File: src/rtl/wb_write_arbiter.sv
// Writeback arbiter in front of the register file write port: buffers ALU results
// in a small FIFO, gives loads priority, bounds ALU starvation, drops x0 writes.
module wb_write_arbiter #(
  parameter int DATA_WIDTH = 32,
  parameter int ADDR_WIDTH = 5,
  parameter int DEPTH      = 2,
  parameter int STARVE_MAX = 4
) (
  input  logic                       clk,
  input  logic                       rst,
  input  logic                       alu_valid,
  output logic                       alu_ready,
  input  logic [ADDR_WIDTH-1:0]      alu_rd,
  input  logic [DATA_WIDTH-1:0]      alu_data,
  input  logic                       mem_valid,
  output logic                       mem_ready,
  input  logic [ADDR_WIDTH-1:0]      mem_rd,
  input  logic [DATA_WIDTH-1:0]      mem_data,
  output logic                       wr_en,
  output logic [ADDR_WIDTH-1:0]      wr_reg,
  output logic [DATA_WIDTH-1:0]      wr_data,
  output logic [$clog2(DEPTH):0]     fifo_count
);

  localparam int PTR_W = $clog2(DEPTH);
  localparam int CNT_W = $clog2(DEPTH) + 1;
  localparam int STV_W = $clog2(STARVE_MAX + 1);
  localparam logic [CNT_W-1:0] DEPTH_C      = CNT_W'(DEPTH);
  localparam logic [STV_W-1:0] STARVE_MAX_C = STV_W'(STARVE_MAX);

  typedef struct packed {
    logic [ADDR_WIDTH-1:0] rd;
    logic [DATA_WIDTH-1:0] data;
  } entry_t;

  entry_t                fifo_q [DEPTH];
  entry_t                fifo_d [DEPTH];
  logic [PTR_W-1:0]      wptr_q, wptr_d, rptr_q, rptr_d;
  logic [CNT_W-1:0]      count_q, count_d;
  logic [STV_W-1:0]      starve_q, starve_d;
  logic                  wr_en_q, wr_en_d;
  logic [ADDR_WIDTH-1:0] wr_reg_q, wr_reg_d;
  logic [DATA_WIDTH-1:0] wr_data_q, wr_data_d;

  logic   nonempty, force_drain, mem_sel, pop, push;
  entry_t head;

  // Handshake: a source transfers on a posedge where valid & ready are both high.
  // Ready is computed from registered state only, never from that source's valid.
  always_comb begin
    nonempty    = (count_q != '0);
    force_drain = (starve_q == STARVE_MAX_C) && nonempty;
    alu_ready   = !rst && (count_q < DEPTH_C);
    mem_ready   = !rst && !force_drain;
    head        = fifo_q[rptr_q];
    // An x0 load is swallowed without using the port, so the FIFO may drain alongside it.
    mem_sel     = mem_valid && mem_ready && (mem_rd != '0);
    pop         = nonempty && !mem_sel;
    push        = alu_valid && alu_ready && (alu_rd != '0);
  end

  always_comb begin
    fifo_d  = fifo_q;
    wptr_d  = wptr_q;
    rptr_d  = rptr_q;
    count_d = count_q;
    if (push) begin
      fifo_d[wptr_q] = '{rd: alu_rd, data: alu_data};
      wptr_d         = wptr_q + 1'b1;
    end
    if (pop) begin
      rptr_d = rptr_q + 1'b1;
    end
    case ({push, pop})
      2'b10:   count_d = count_q + 1'b1;
      2'b01:   count_d = count_q - 1'b1;
      default: count_d = count_q;
    endcase
  end

  always_comb begin
    starve_d = starve_q;
    if (mem_sel && nonempty) begin
      starve_d = (starve_q == STARVE_MAX_C) ? starve_q : starve_q + 1'b1;
    end else if (pop || !nonempty) begin
      starve_d = '0;
    end
  end

  always_comb begin
    wr_en_d   = mem_sel || pop;
    wr_reg_d  = wr_reg_q;
    wr_data_d = wr_data_q;
    if (mem_sel) begin
      wr_reg_d  = mem_rd;
      wr_data_d = mem_data;
    end else if (pop) begin
      wr_reg_d  = head.rd;
      wr_data_d = head.data;
    end
  end

  always_ff @(posedge clk) begin
    if (rst) begin
      wptr_q    <= '0;
      rptr_q    <= '0;
      count_q   <= '0;
      starve_q  <= '0;
      wr_en_q   <= 1'b0;
      wr_reg_q  <= '0;
      wr_data_q <= '0;
    end else begin
      wptr_q    <= wptr_d;
      rptr_q    <= rptr_d;
      count_q   <= count_d;
      starve_q  <= starve_d;
      wr_en_q   <= wr_en_d;
      wr_reg_q  <= wr_reg_d;
      wr_data_q <= wr_data_d;
    end
  end

  // Storage needs no reset: occupancy and pointers alone decide what is valid.
  always_ff @(posedge clk) begin
    fifo_q <= fifo_d;
  end

  assign wr_en      = wr_en_q;
  assign wr_reg     = wr_reg_q;
  assign wr_data    = wr_data_q;
  assign fifo_count = count_q;

endmodule

File: config.mk
export PLATFORM = sky130hd
export DESIGN_NAME = wb_write_arbiter
export DESIGN_NICKNAME = d
export VERILOG_FILES = /design/src/rtl/wb_write_arbiter.sv
export SDC_FILE = /design/constraint.sdc
export NUM_CORES = 1
export LEC_CHECK = 0
export BUFFER_PORTS_ARGS = -buffer_cell sky130_fd_sc_hd__buf_4
export CAP_MARGIN = 30
export CORE_MARGIN = 5
export CORE_UTILIZATION = 23
export DETAILED_ROUTE_END_ITERATION = 8
export PLACE_DENSITY = 0.43
export SLEW_MARGIN = 25
export SYNTH_ARGS = -nofsm -noshare
export SYNTH_HDL_FRONTEND = slang
export SYNTH_SLANG_ARGS = --single-unit
File: constraint.sdc
create_clock -name clk -period 2.95 [get_ports clk]
set_input_delay 0.4425 -clock clk [delete_from_list [all_inputs] [get_ports clk]]
set_output_delay 0.4425 -clock clk [all_outputs]
set_load 0.01 [all_outputs]
Word-level counts from Yosys, hierarchy flattened

Cells that the tools add are included.
Widths: inputs -> output; s select.

Equality and inequality tests: 4
Reductions and logical operators: 23
Add/sub/neg operators: 5
Magnitude comparators: 4
Bitwise gates (word level): 2
Mux-type cells: 14

Operators with widths:

| kind                | count |
|---|---|
| $mux 37             | 4 |
| $bwmux 74           | 1 |
| $mux 32             | 2 |
| $demux 37 s1        | 1 |
| $logic_and 1x1->1   | 10 |
| $mux 5              | 2 |
| $reduce_bool 5->1   | 2 |
| $mux 3              | 3 |
| $reduce_bool 2->1   | 4 |
| $ge 2x2->1 const B  | 2 |
| $logic_not 1->1     | 4 |
| $not 1->2           | 2 |
| $pmux 2 s2          | 1 |
| $add 3x1->3 const B | 1 |
| $eq 3x3->1 const B  | 1 |
| $add 1x1->1 const B | 2 |
| $add 2x1->2 const B | 1 |
| $eq 2x1->1 const B  | 1 |
| $eq 2x2->1 const B  | 1 |
| $logic_or 1x1->1    | 2 |
| $lt 2x1->1 const B  | 1 |
| $lt 2x2->1 const B  | 1 |
| $ne 2x2->1 const B  | 1 |
| $reduce_and 2->1    | 1 |
| $sub 2x1->2 const B | 1 |

Output and inout bits: 42
Input bits: 78
Register bits: 119
Word-level logic and storage cells: 63

Longest topological paths before layout

Depth after elaboration: 11
Gate-level depth with buffers: 11
Gate-level depth less buffers: 9

Worst setup path after synthesis

No wires, ideal clock.

Kind: input to register
From: input rst
To: register fifo_q[0] in the netlist's numbering (enable)
Setup slack: -0.069 ns
Stages: 3
Library setup time: 0.431 ns
Arrival time: 2.588 ns
Path buffers: 1
Required time: 2.519 ns
Path through: clkbuf_1 -> or3_1 -> nor2_1

Cells in the longest elaborated chain, start to end: 4

RTL lines:

| item                           | RTL line | RTL |
|---|---|---|
| start, declared                | 10       | `input logic rst,` |
| $logic_not 1->1                | 53       | `alu_ready = !rst && (count_q < DEPTH_C);` |
| $logic_and 1x1->1              | 53       |  |
| $logic_and 1x1->1 (2 in a row) | 59       | `push = alu_valid && alu_ready && (alu_rd != '0);` |
| end signal, assigned           | 125      | `fifo_q <= fifo_d;` |
| end, declared                  | 36       | `entry_t fifo_q [DEPTH];` |

No other way between the ends.
A chain may end at the register's enable or synchronous reset.

Worst setup path after layout

From: input alu_rd[1]
To: register count_q[1], in the netlist fifo_count[1]

Cells in the longest elaborated chain, start to end: 4
Elaborated cells on any way between the ends: 6
Classes of those cells: 2 x eq/ne; 1 x mux; 3 x reduce/logical

RTL lines:

| item                                                   | RTL line | RTL |
|---|---|---|
| start, declared                                        | 13       | `input logic [ADDR_WIDTH-1:0] alu_rd,` |
| $reduce_bool 5->1 (*)                                  | 59       |  |
| $logic_and 1x1->1 (*)                                  | 59       |  |
| $eq 2x1->1 / $eq 2x2->1 (equally long branches)        | 74       | `case ({push, pop})` |
| $pmux 2 s2 / $reduce_bool 2->1 (equally long branches) | --       |  |
| end signal, assigned                                   | 115      | `count_q <= count_d;` |
| end, declared                                          | 39       | `logic [CNT_W-1:0] count_q, count_d;` |

Every way passes the cells marked *; elsewhere a longest branch is shown, timed or not.

==> summary.txt <==
Status
  – Status: finished clean

Synth
  – Area leader, netlist: edfxtp_1
  – Synthesized area per cell: between 10 and 15 um2
  – Most instantiated cells after synthesis: 74 x edfxtp_1, 50 x nor2_1, 45 x dfxtp_1
  – Post-Synth Simple-Gate Area: around 5.3%
  – Synth async-reset ratio: 0%
  – Synth Instances: approximately 340
  – Synth Net Count: 418
  – Post-synth top area share: between 40% and 50%
  – Area share of fa/ha/maj cells after synthesis: 0.8052%
  – Largest family of logic cells by synthesized area: compound AO/OA/AOI/OAI gates
  – Post-synthesis sequential area ratio: between 60 and 70%
  – Multiplexer share of the synthesized area: under 10%
  – Cell with the most instances after synthesis: edfxtp_1
  – Mapped cell area: about 4700 um2
  – Yosys reg bits: 119
  – XOR/XNOR Fraction of Synth Area: less than 1%
  – Yosys Warn Count: 0
  – Distinct cells, synth: 28
  – Synth top area cells: edfxtp_1 48%, dfxtp_1 19%, mux2i_1 7.9%
  – Post-synth EDFFs: between 70 and 80
  – Main synth FF type: edfxtp_1
  – Synth Area in Compound Gates: ~14%

Critical path
  – Setup crit start kind: input port
  – Worst R2R Setup Slack: between 0.9 and 1 ns
  – Endpoint class of the critical path: flip-flop
  – Worst setup path category: input port to flip-flop
  – WP data arrival: between 2 and 2.5 ns
  – Worst EP required: around 3.3 ns
  – CP Max Fanout: 4

GRT
  – Total GRT Usage: approximately a tenth
  – GR Overflow Total: 0
  – Global-route wire length before repair: ~18000 um
  – Vias in the first global route: approximately 3300
  – Largest net degree at the start of global routing: 54
  – Initial antenna violation count: 0

Power and ir drop
  – Cell Pwr Density: between 900 and 1000 nW/um2
  – Clk pwr share: ~35%
  – Switching Share: 29.25%
  – Sequential Power Share: about two fifths
  – Net Sw Power: ~0.0017 W
  – P_int: roughly 0.0042 W
  – Leak: 2.614 nW
  – Combinational share of power: a little over a quarter
  – Max VDD drop: roughly 0.42 mV

Floorplan
  – Starting Density: between 20% and 30%
  – I/O pins: 120
  – Rows: 52
  – Die Wd: approximately 150 um
  – Total core area: 20100 um2
  – Die area: roughly 23000 um2
  – Die Ht: between 150 and 200 um

Final layout
  – Antenna cells: 0
  – Sequential cell area: 3124 um2
  – Area of the multi-input gates: 1378 um2
  – Area Overhead vs Synth: 37.68%
  – Max FFs per register: between 70 and 80
  – Final net count: around 540
  – Final Util: between 30% and 40%
  – Share of layout cells above drive strength 1: approximately 35%
  – FILL cells: ~2000

Route
  – Final ANT Viol Nets: 0
  – Drc violations: 0
  – DRT Pass-1 Iters: 4
  – Routed vias: roughly 3100
  – Routed WL per cell: 15.32 um
  – Drt via density: roughly 4.2
  – Drt total wl: about 11000 um
  – Detailed Route Iter0 Violations: between 100 and 150

Job
  – Maxcap violations: 0

STA
  – Minimum clock period: 2.095 ns
  – Total negative slack: 0 ns
  – Final period util: between 70% and 80%
  – Final clock skew: 0.007502 ns
  – Slew at the pin with the worst max-slew slack: 0.6904 ns
  – Rel. slew slack: ~54%
  – Final Slew Violations: 0
  – Unrepaired setup endpoints after global routing: no
  – Fmax: approximately 0.48 GHz
  – Setup violations, final: 0
  – Worst path setup slack after routing: 0.8547 ns
  – Final hold violations: 0

Clock tree
  – CTS tree: done
  – Clk slew on worst S/H paths: about 0.050 ns
  – CTS Hold Bufs: 0
  – CTS buffer count: 17
  – Clk_lat worst skew: 0.41 ns
  – Max Root-Sink Buffers: 2
  – Root Driver: clkbuf_16
  – Post-CTS resize count: 0
  – Sink Count: 119
  – Post-CTS Setup Bufs: 0
  – H-tree depth: 4

Min path
  – Min-Delay Path Class: input port to flip-flop

Placed design
  – GP Congestion: 0.6995
  – Port Buf Inserts: about 120
  – Dpl hpwl: 7823 um
  – Post-Place Worst Slack: about 0.44 ns
[final timing paths]
| path | from | end | cells after the start |
|---|---|---|---|
| max reg2reg | fifo_count[1]$_SDFFE_PP0P_ | wr_data[15]$_SDFFE_PP0P_ | 5 |
| max | alu_rd[1] | fifo_count[1]$_SDFFE_PP0P_ | 7 |
| min | alu_data[2] | fifo_q[39]$_DFFE_PP_ | 1 |
| min reg2reg | starve_q[0]$_SDFFE_PP0P_ | starve_q[0]$_SDFFE_PP0P_ | 1 |
[cell usage in the layout (no fill, tap or decap), types with 3 or more instances in the layout]
master       n
dfxtp_1     44
nand2_1      3
clkinv_2     7
buf_4      125
edfxtp_1    74
nor2_1      48
mux2i_1     37
inv_1        3
a21o_1      37
o21ai_0      4
ha_1         3
bufinv_16    3
a2111oi_0   37
clkbuf_16   17
[area by class of cell]
| type | count | area share [%] |
|---|---|---|
| flip-flops and latches | 119 | 48.67 |
| repair buffers | 127 | 15.24 |
| clock inverters | 12 | 2.066 |
| clock buffers | 20 | 7.115 |
| multi-input cells | 188 | 21.46 |
| inverters | 3 | 0.1754 |
| well taps | 270 | 5.263 |
[critical path, cell delays in order]
cell,delay [ns]
buf_4,0.11
or4_1,0.54
o21ai_0,0.23
or3_1,0.29
ha_1,0.31
or3_1,0.35
a21oi_1,0.15
[cells by family (layout without fill, tap and decap cells)]
logic type      count (synthesis)  count (layout)
xor+xnor                        3               3
simple gates                   61              61
flops                         119             119
compound gates                 83              83
buf+inv                        30             162
fa+ha+maj                       3               3
mux                            38              38
[metal layers]
layer / global-route usage, % / up-vias / routed length, um
li1: - / 1533 / -
met1: 12.07 / 1503 / 5070
met2: 16.22 / 80 / 5435
met3: 4.033 / 12 / 663
met4: 3.382 / 0 / 153
met5: 0 / - / 0
[power by group through the flow]
stage	combinational (W)	sequential, W	clock, W
floorplan	0.00106	0.00233	0
global placement	0.00167	0.00231	0
detailed placement	0.00168	0.00232	0
CTS	0.00168	0.00229	0.00212
global route	0.00184	0.00232	0.00220
finish	0.00163	0.00228	0.00206
[per-stage QoR]
stage | hold WS, ns | area (um2) | power [W] | std cells
floorplan | 0.4173 | 4662 | 0.003390 | 337
global placement | 0.4296 | 5829 | 0.003979 | 707
detailed placement | 0.4365 | 5829 | 0.003995 | 707
CTS | 0.1947 | 6419 | 0.006093 | 739
global route | 0.1983 | 6419 | 0.006355 | 739
finish | 0.2181 | 6419 | 0.005970 | 739
Power figures use the tool's default switching activity.
